===== config.mk =====
export PLATFORM = sky130hd
export DESIGN_NAME = map_writer
export DESIGN_NICKNAME = d
export VERILOG_FILES = /design/src/rtl/map_writer.sv
export SDC_FILE = /design/constraint.sdc
export NUM_CORES = 2
export LEC_CHECK = 0
export CORE_MARGIN = 4
export CORE_UTILIZATION = 54
export DETAILED_ROUTE_END_ITERATION = 16
export PLACE_DENSITY = 0.7
export SYNTH_ARGS = -nofsm -noshare
export SYNTH_HDL_FRONTEND = slang
export SYNTH_SLANG_ARGS = --single-unit

===== constraint.sdc =====
create_clock -name clk -period 27.6 [get_ports clk]
set_clock_uncertainty 0.1 [all_clocks]
set_input_delay 5.52 -clock clk [delete_from_list [all_inputs] [get_ports clk]]
set_output_delay 5.52 -clock clk [all_outputs]
set_load 0.005 [all_outputs]

===== src/rtl/map_writer.sv =====
// Tile-map store for a 20x15 playfield: raster initialisation of the wall grid,
// WRITE/DESTROY command handling, and a never-stalling renderer read port.
module map_writer #(
  parameter int unsigned COLS         = 20,
  parameter int unsigned ROWS         = 15,
  parameter int unsigned WALL_SPRITE  = 1,
  parameter int unsigned BRICK_SPRITE = 2
) (
  input  logic       clk,
  input  logic       reset,
  input  logic       restart,
  input  logic       cmd_valid,
  output logic       cmd_ready,
  input  logic       cmd_op,
  input  logic [4:0] cmd_col,
  input  logic [3:0] cmd_row,
  input  logic [3:0] cmd_sprite,
  input  logic [4:0] rd_col,
  input  logic [3:0] rd_row,
  output logic [3:0] rd_sprite,
  output logic       init_done,
  output logic       destroyed,
  output logic       cmd_err
);

  localparam int unsigned CW    = 5;
  localparam int unsigned RW    = 4;
  localparam int unsigned SW    = 4;
  localparam int unsigned AW    = RW + CW;
  localparam int unsigned DEPTH = 1 << AW;

  localparam logic [1:0] S_INIT = 2'd0;
  localparam logic [1:0] S_IDLE = 2'd1;
  localparam logic [1:0] S_RD   = 2'd2;
  localparam logic [1:0] S_WR   = 2'd3;

  logic [1:0]    state_q, state_d;
  logic [CW-1:0] ic_col_q, ic_col_d;
  logic [RW-1:0] ic_row_q, ic_row_d;
  logic          op_q, op_d;
  logic [CW-1:0] col_q, col_d;
  logic [RW-1:0] row_q, row_d;
  logic [SW-1:0] spr_q, spr_d;
  logic [SW-1:0] rdv_q;
  logic          init_done_q, init_done_d;
  logic          cmd_ready_q, cmd_ready_d;
  logic          destroyed_q, destroyed_d;
  logic          cmd_err_q, cmd_err_d;
  logic [SW-1:0] rd_sprite_q;

  logic          mem_we_c;
  logic [AW-1:0] mem_addr_c;
  logic [SW-1:0] mem_wdata_c;
  logic          rd_in_range_c;

  logic [SW-1:0] mem [DEPTH];

  // Border cells and every even/even cell are indestructible walls.
  function automatic logic [SW-1:0] init_value(input logic [RW-1:0] r, input logic [CW-1:0] c);
    logic wall;
    wall = (r == RW'(0)) || (r == RW'(ROWS - 1)) ||
           (c == CW'(0)) || (c == CW'(COLS - 1)) ||
           (!r[0] && !c[0]);
    return wall ? SW'(WALL_SPRITE) : SW'(0);
  endfunction

  always_ff @(posedge clk or posedge reset) begin
    if (reset) begin
      state_q     <= S_INIT;
      ic_col_q    <= '0;
      ic_row_q    <= '0;
      op_q        <= 1'b0;
      col_q       <= '0;
      row_q       <= '0;
      spr_q       <= '0;
      init_done_q <= 1'b0;
      cmd_ready_q <= 1'b0;
      destroyed_q <= 1'b0;
      cmd_err_q   <= 1'b0;
    end else begin
      state_q     <= state_d;
      ic_col_q    <= ic_col_d;
      ic_row_q    <= ic_row_d;
      op_q        <= op_d;
      col_q       <= col_d;
      row_q       <= row_d;
      spr_q       <= spr_d;
      init_done_q <= init_done_d;
      cmd_ready_q <= cmd_ready_d;
      destroyed_q <= destroyed_d;
      cmd_err_q   <= cmd_err_d;
    end
  end

  always_comb begin
    state_d     = state_q;
    ic_col_d    = ic_col_q;
    ic_row_d    = ic_row_q;
    op_d        = op_q;
    col_d       = col_q;
    row_d       = row_q;
    spr_d       = spr_q;
    init_done_d = init_done_q;
    cmd_ready_d = 1'b0;
    destroyed_d = 1'b0;
    cmd_err_d   = 1'b0;
    mem_we_c    = 1'b0;
    mem_addr_c  = {ic_row_q, ic_col_q};
    mem_wdata_c = init_value(ic_row_q, ic_col_q);

    case (state_q)
      S_INIT: begin
        // Row counter reaching ROWS marks the cycle after the last cell write.
        if (ic_row_q == RW'(ROWS)) begin
          state_d     = S_IDLE;
          init_done_d = 1'b1;
        end else begin
          mem_we_c = 1'b1;
          if (ic_col_q == CW'(COLS - 1)) begin
            ic_col_d = '0;
            ic_row_d = ic_row_q + RW'(1);
          end else begin
            ic_col_d = ic_col_q + CW'(1);
          end
        end
      end
      S_IDLE: begin
        if (cmd_valid && cmd_ready_q) begin
          op_d  = cmd_op;
          col_d = cmd_col;
          row_d = cmd_row;
          spr_d = cmd_sprite;
          if ((cmd_col >= CW'(COLS)) || (cmd_row >= RW'(ROWS))) begin
            cmd_err_d = 1'b1;
          end else begin
            state_d = cmd_op ? S_RD : S_WR;
          end
        end
      end
      S_RD: begin
        state_d = S_WR;
      end
      S_WR: begin
        mem_addr_c = {row_q, col_q};
        if (!op_q) begin
          mem_we_c    = 1'b1;
          mem_wdata_c = spr_q;
        end else if (rdv_q == SW'(BRICK_SPRITE)) begin
          mem_we_c    = 1'b1;
          mem_wdata_c = '0;
          destroyed_d = 1'b1;
        end
        state_d = S_IDLE;
      end
      default: begin
        state_d = S_INIT;
      end
    endcase

    // Restart overrides everything, including a command accepted on this edge.
    if (restart) begin
      state_d     = S_INIT;
      ic_col_d    = '0;
      ic_row_d    = '0;
      init_done_d = 1'b0;
      destroyed_d = 1'b0;
      cmd_err_d   = 1'b0;
      mem_we_c    = 1'b0;
    end

    cmd_ready_d = (state_d == S_IDLE);
  end

  // Map RAM: write port plus the internal read used by DESTROY.
  always_ff @(posedge clk) begin
    if (mem_we_c) begin
      mem[mem_addr_c] <= mem_wdata_c;
    end
    if (state_q == S_RD) begin
      rdv_q <= mem[{row_q, col_q}];
    end
  end

  assign rd_in_range_c = (rd_col < CW'(COLS)) && (rd_row < RW'(ROWS));

  always_ff @(posedge clk or posedge reset) begin
    if (reset) begin
      rd_sprite_q <= '0;
    end else begin
      rd_sprite_q <= rd_in_range_c ? mem[{rd_row, rd_col}] : SW'(0);
    end
  end

  assign cmd_ready = cmd_ready_q;
  assign init_done = init_done_q;
  assign destroyed = destroyed_q;
  assign cmd_err   = cmd_err_q;
  assign rd_sprite = rd_sprite_q;

endmodule


==> flow_results.xml <==
<?xml version="1.0" encoding="UTF-8"?>
<metrics>
  <group name="run_status">
    <metric name="outcome" unit="">finished clean</metric>
  </group>
  <group name="cts">
    <metric name="clk_transition_reported_paths" unit="ns">0.06</metric>
    <metric name="cts.root.buffer_cell" unit="">sky130_fd_sc_hd__clkbuf_16</metric>
    <metric name="postCtsHoldBufs" unit="">0</metric>
    <metric name="cts-buffers-inserted" unit="">207</metric>
    <metric name="numClockSinks" unit="">2085</metric>
    <metric name="tritoncts" unit="">yes</metric>
    <metric name="post_cts_resized" unit="">0</metric>
    <metric name="clock_latency" unit="ns">0.87</metric>
    <metric name="postCtsSetupBuffers" unit="">0</metric>
    <metric name="clock_tree.htree_level_count" unit="">4</metric>
    <metric name="max-clock-path-buffers" unit="">3</metric>
  </group>
  <group name="timing">
    <metric name="fin_crit" unit="ns">9.49</metric>
    <metric name="final.setup.tns" unit="ns">0</metric>
    <metric name="max_clock_freq" unit="MHz">105</metric>
    <metric name="slew_at_the_pin_closest_to_its_max_slew_limit" unit="ns">1.47</metric>
    <metric name="setup-violations-final" unit="">0</metric>
    <metric name="finalHoldViolCount" unit="">0</metric>
    <metric name="worst_slew_margin_rel" unit="%">2.32</metric>
    <metric name="finalMaxSlewViolations" unit="">0</metric>
    <metric name="layout_worst_path_cycle_share" unit="%">34.4</metric>
    <metric name="grt_setup_unrepaired" unit="">false</metric>
  </group>
  <group name="synth">
    <metric name="post_synth_fa_ha_maj_area_fraction" unit="%">0.115</metric>
    <metric name="postSynth.topFlopCell" unit="">sky130_fd_sc_hd__edfxtp_1</metric>
    <metric name="seq_area_frac_synth" unit="%">63.6</metric>
    <metric name="syn_nets" unit="">5228</metric>
    <metric name="post_synth.cell_area_avg" unit="µm²">18.9</metric>
    <metric name="synthTopCellsByArea" unit="">sky130_fd_sc_hd__edfxtp_1 63%, sky130_fd_sc_hd__mux4_2 24%, sky130_fd_sc_hd__mux2i_1 2.7%</metric>
    <metric name="yosys.area.top_type" unit="">sky130_fd_sc_hd__edfxtp_1</metric>
    <metric name="postSynthRegisterBits" unit="">2085</metric>
    <metric name="post_synth_mux_area_share" unit="%">27.3</metric>
    <metric name="synth_area" unit="µm²">98200</metric>
    <metric name="synth-async-reset-ratio" unit="%">1.58</metric>
    <metric name="area_fraction_in_compound_gates_after_synthesis" unit="%">3.09</metric>
    <metric name="yosysWarnings" unit="">0</metric>
    <metric name="synth_simple_gate_area_share" unit="%">3.52</metric>
    <metric name="synthCells" unit="">5192</metric>
    <metric name="synth_top_family_by_area" unit="">multiplexers</metric>
    <metric name="post-synth-top-area-fraction" unit="%">62.7</metric>
    <metric name="synth-edff-count" unit="">2052</metric>
    <metric name="yosys.cell_types.count" unit="">69</metric>
    <metric name="synthXorXnorAreaFrac" unit="%">0.0357</metric>
  </group>
  <group name="worst_setup_path">
    <metric name="worst_setup_path_startpoint" unit="">rd_col[0]</metric>
    <metric name="worstSetupEndpointType" unit="">flop</metric>
    <metric name="worstReg2RegEnd" unit="">rdv_q[1]$_DFFE_PP_</metric>
    <metric name="r2r-start" unit="">col_q[1]$_DFFE_PP0P_</metric>
    <metric name="worstPathRequired" unit="ns">28.23</metric>
    <metric name="worstSetupEndpoint" unit="">rd_sprite[0]$_DFF_PP0_</metric>
    <metric name="regToRegSetupSlack" unit="ns">21.04</metric>
    <metric name="startpoint_type" unit="">primary input</metric>
    <metric name="r2r_cells" unit="">10</metric>
    <metric name="path_max_fanout" unit="">80</metric>
    <metric name="worst_ep_arrival_time" unit="ns">10.12</metric>
    <metric name="critPathKind" unit="">in -&gt; reg</metric>
  </group>
  <group name="route">
    <metric name="routed_wire_length_per_instance" unit="µm">37.1</metric>
    <metric name="routed_wl" unit="µm">283000</metric>
    <metric name="drt-pass1-iter-count" unit="">6</metric>
    <metric name="final_antenna_net_count" unit="">0</metric>
    <metric name="drc" unit="">0</metric>
    <metric name="viasPerCell" unit="">7.28</metric>
    <metric name="routed-via-count" unit="">55600</metric>
    <metric name="drtIter0Drc" unit="">8125</metric>
  </group>
  <group name="floorplan">
    <metric name="floorplan.die_area" unit="µm²">189000</metric>
    <metric name="die_w" unit="µm">434</metric>
    <metric name="initial_utilization" unit="%">54.3</metric>
    <metric name="fp-row-count" unit="">156</metric>
    <metric name="chipHeight" unit="µm">434</metric>
    <metric name="core" unit="µm²">181000</metric>
    <metric name="boundary_pin_count" unit="">35</metric>
  </group>
  <group name="final_layout">
    <metric name="design.final.nets" unit="">5130</metric>
    <metric name="areaGrowthSynthToFinish" unit="%">9.14</metric>
    <metric name="post_route_cell_area" unit="µm²">107000</metric>
    <metric name="nFillCells" unit="">13100</metric>
    <metric name="ff_latch_area" unit="µm²">62500</metric>
    <metric name="drive_gt1_share" unit="%">28.9</metric>
    <metric name="multi_input_comb_area" unit="µm²">33600</metric>
  </group>
  <group name="grt">
    <metric name="grt-ovfl-total" unit="">0</metric>
    <metric name="grt_pass1_vias" unit="">55800</metric>
    <metric name="groute.usage.overall" unit="%">30.3</metric>
    <metric name="grt_first_pass_wirelength" unit="µm">407000</metric>
    <metric name="grt_max_degree" unit="">217</metric>
    <metric name="grt_antenna_before_repair" unit="">7</metric>
  </group>
  <group name="place">
    <metric name="port_buffers" unit="">34</metric>
    <metric name="routabilityCongestion" unit="">0.893</metric>
    <metric name="detailed_place_hpwl" unit="µm">170000</metric>
    <metric name="placed_area" unit="µm²">100000</metric>
  </group>
  <group name="hold_path">
    <metric name="timing.hold.worst.class" unit="">reg -&gt; reg</metric>
  </group>
  <group name="pwr">
    <metric name="p_leak" unit="nW">34.3</metric>
    <metric name="power-per-cell-area" unit="nW/µm²">67.8</metric>
    <metric name="vdd.ir_drop.worst" unit="µV">70.0</metric>
  </group>
  <group name="flow_run">
    <metric name="drv.max_cap_violation_count" unit="">0</metric>
  </group>
</metrics>
==> stage by stage <==
step	utilization, %	hold slack [ns]	power (W)	worst slack (ns)	cells
after floorplan	-	0.371	0.00418	2.63	5192
after global placement	55.5	0.390	0.00445	17.22	7255
after detailed placement	55.5	0.398	0.00445	17.24	7255
after CTS	59.3	0.412	0.00729	18.13	7630
after global routing	59.3	0.428	0.00746	17.92	7631
final	59.3	0.408	0.00727	18.11	7635
==> flip-flops by register name, summed over array words and instances, names as in the netlist <==
register   count
mem         2048
cmd_err        1
row_q          4
ic_row_q       4
destroyed      1
op_q           1
col_q          5
state_q        2
ic_col_q       5
spr_q          4
rd_sprite      4
rdv_q          4
cmd_ready      1
init_done      1
==> area by class of cell <==
type                       instances  share of cell area [%]
sequential                      2085                    58.3
antenna                            5                  0.0117
tap                             2370                    2.77
clock buffer                     253                    5.11
inverter                          18                  0.0782
timing repair buffer             129                    1.16
multi-input combinational       2653                    31.4
clock inverter                   122                    1.24
==> per-layer routing <==
layer	share of wire [%]	GRT usage [%]	routed length (µm)
met1	37	42.6	104000
met2	46	46.0	132000
met5	0.080	0	227
met4	4.3	11.8	12200
met3	12	8.16	34900
==> report_power, final <==
part | leakage [nW] | internal [W] | total, W | switching, W
sequential | 21.1 | 0.00344 | 0.00347 | 0.0000308
combinational | 9.87 | 0.000385 | 0.000923 | 0.000538
clock | 3.32 | 0.00167 | 0.00288 | 0.00121
==> critical path: stages <==
cell and delay (ns):
sky130_fd_sc_hd__buf_8 0.48, sky130_fd_sc_hd__buf_4 0.84, sky130_fd_sc_hd__buf_12 0.60, sky130_fd_sc_hd__mux4_2 0.60
sky130_fd_sc_hd__mux2i_1 0.20, sky130_fd_sc_hd__o221ai_1 0.19, sky130_fd_sc_hd__o21ai_0 0.62, sky130_fd_sc_hd__o31ai_1 0.43
sky130_fd_sc_hd__a311o_1 0.43
==> worst min-delay path by stage <==
stage | startpoint | end | slack (ns) | depth (start not counted)
after CTS | spr_q[2]$_DFFE_PP0P_ | spr_q[2]$_DFFE_PP0P_ | 0.41 | 1
after global placement | spr_q[1]$_DFFE_PP0P_ | spr_q[1]$_DFFE_PP0P_ | 0.39 | 1
final | spr_q[1]$_DFFE_PP0P_ | spr_q[1]$_DFFE_PP0P_ | 0.41 | 1
after global routing | spr_q[2]$_DFFE_PP0P_ | spr_q[2]$_DFFE_PP0P_ | 0.43 | 1
after floorplan | spr_q[1]$_DFFE_PP0P_ | spr_q[1]$_DFFE_PP0P_ | 0.37 | 1
after detailed placement | spr_q[2]$_DFFE_PP0P_ | spr_q[2]$_DFFE_PP0P_ | 0.40 | 1
==> kinds of logic after synthesis <==
family                     count (synthesis)
AOI/OAI and AO/OA                        436
muxes                                   1359
adders and majority gates                  9
and+or+nand+nor                          845
xor gates and xnor gates                   4
buffers and inverters                    454
DFF                                     2085
==> placed cells by master, fill, tap and decap left out, types with 31 or more instances in the layout <==
cell type and n:
sky130_fd_sc_hd__a21oi_1 47, sky130_fd_sc_hd__a221oi_1 56, sky130_fd_sc_hd__a22oi_1 64, sky130_fd_sc_hd__buf_4 82
sky130_fd_sc_hd__clkbuf_1 39, sky130_fd_sc_hd__clkbuf_16 212, sky130_fd_sc_hd__clkinv_1 52, sky130_fd_sc_hd__clkinv_2 32
sky130_fd_sc_hd__edfxtp_1 2052, sky130_fd_sc_hd__mux2_2 40, sky130_fd_sc_hd__mux2i_1 268, sky130_fd_sc_hd__mux4_2 1051
sky130_fd_sc_hd__nand2_1 113, sky130_fd_sc_hd__nor2_1 586, sky130_fd_sc_hd__nor3_1 31, sky130_fd_sc_hd__o21ai_0 85
sky130_fd_sc_hd__o22ai_1 52
==> cells in the mapped netlist, types with 11 or more instances <==
master,n
sky130_fd_sc_hd__nand2_1,131
sky130_fd_sc_hd__buf_4,23
sky130_fd_sc_hd__mux4_2,1051
sky130_fd_sc_hd__o21ai_0,86
sky130_fd_sc_hd__a21oi_1,47
sky130_fd_sc_hd__buf_2,109
sky130_fd_sc_hd__mux2_2,40
sky130_fd_sc_hd__clkbuf_1,205
sky130_fd_sc_hd__nor2_1,588
sky130_fd_sc_hd__dfrtp_1,33
sky130_fd_sc_hd__nor3_1,31
sky130_fd_sc_hd__a31oi_1,11
sky130_fd_sc_hd__o22ai_1,52
sky130_fd_sc_hd__a221o_1,17
sky130_fd_sc_hd__a221oi_1,56
sky130_fd_sc_hd__mux2i_1,268
sky130_fd_sc_hd__edfxtp_1,2052
sky130_fd_sc_hd__a22oi_1,64
sky130_fd_sc_hd__inv_1,16
sky130_fd_sc_hd__nand3_1,24
sky130_fd_sc_hd__o211ai_1,25
sky130_fd_sc_hd__buf_6,33
sky130_fd_sc_hd__buf_1,54
(Power assumes the default switching activity.)
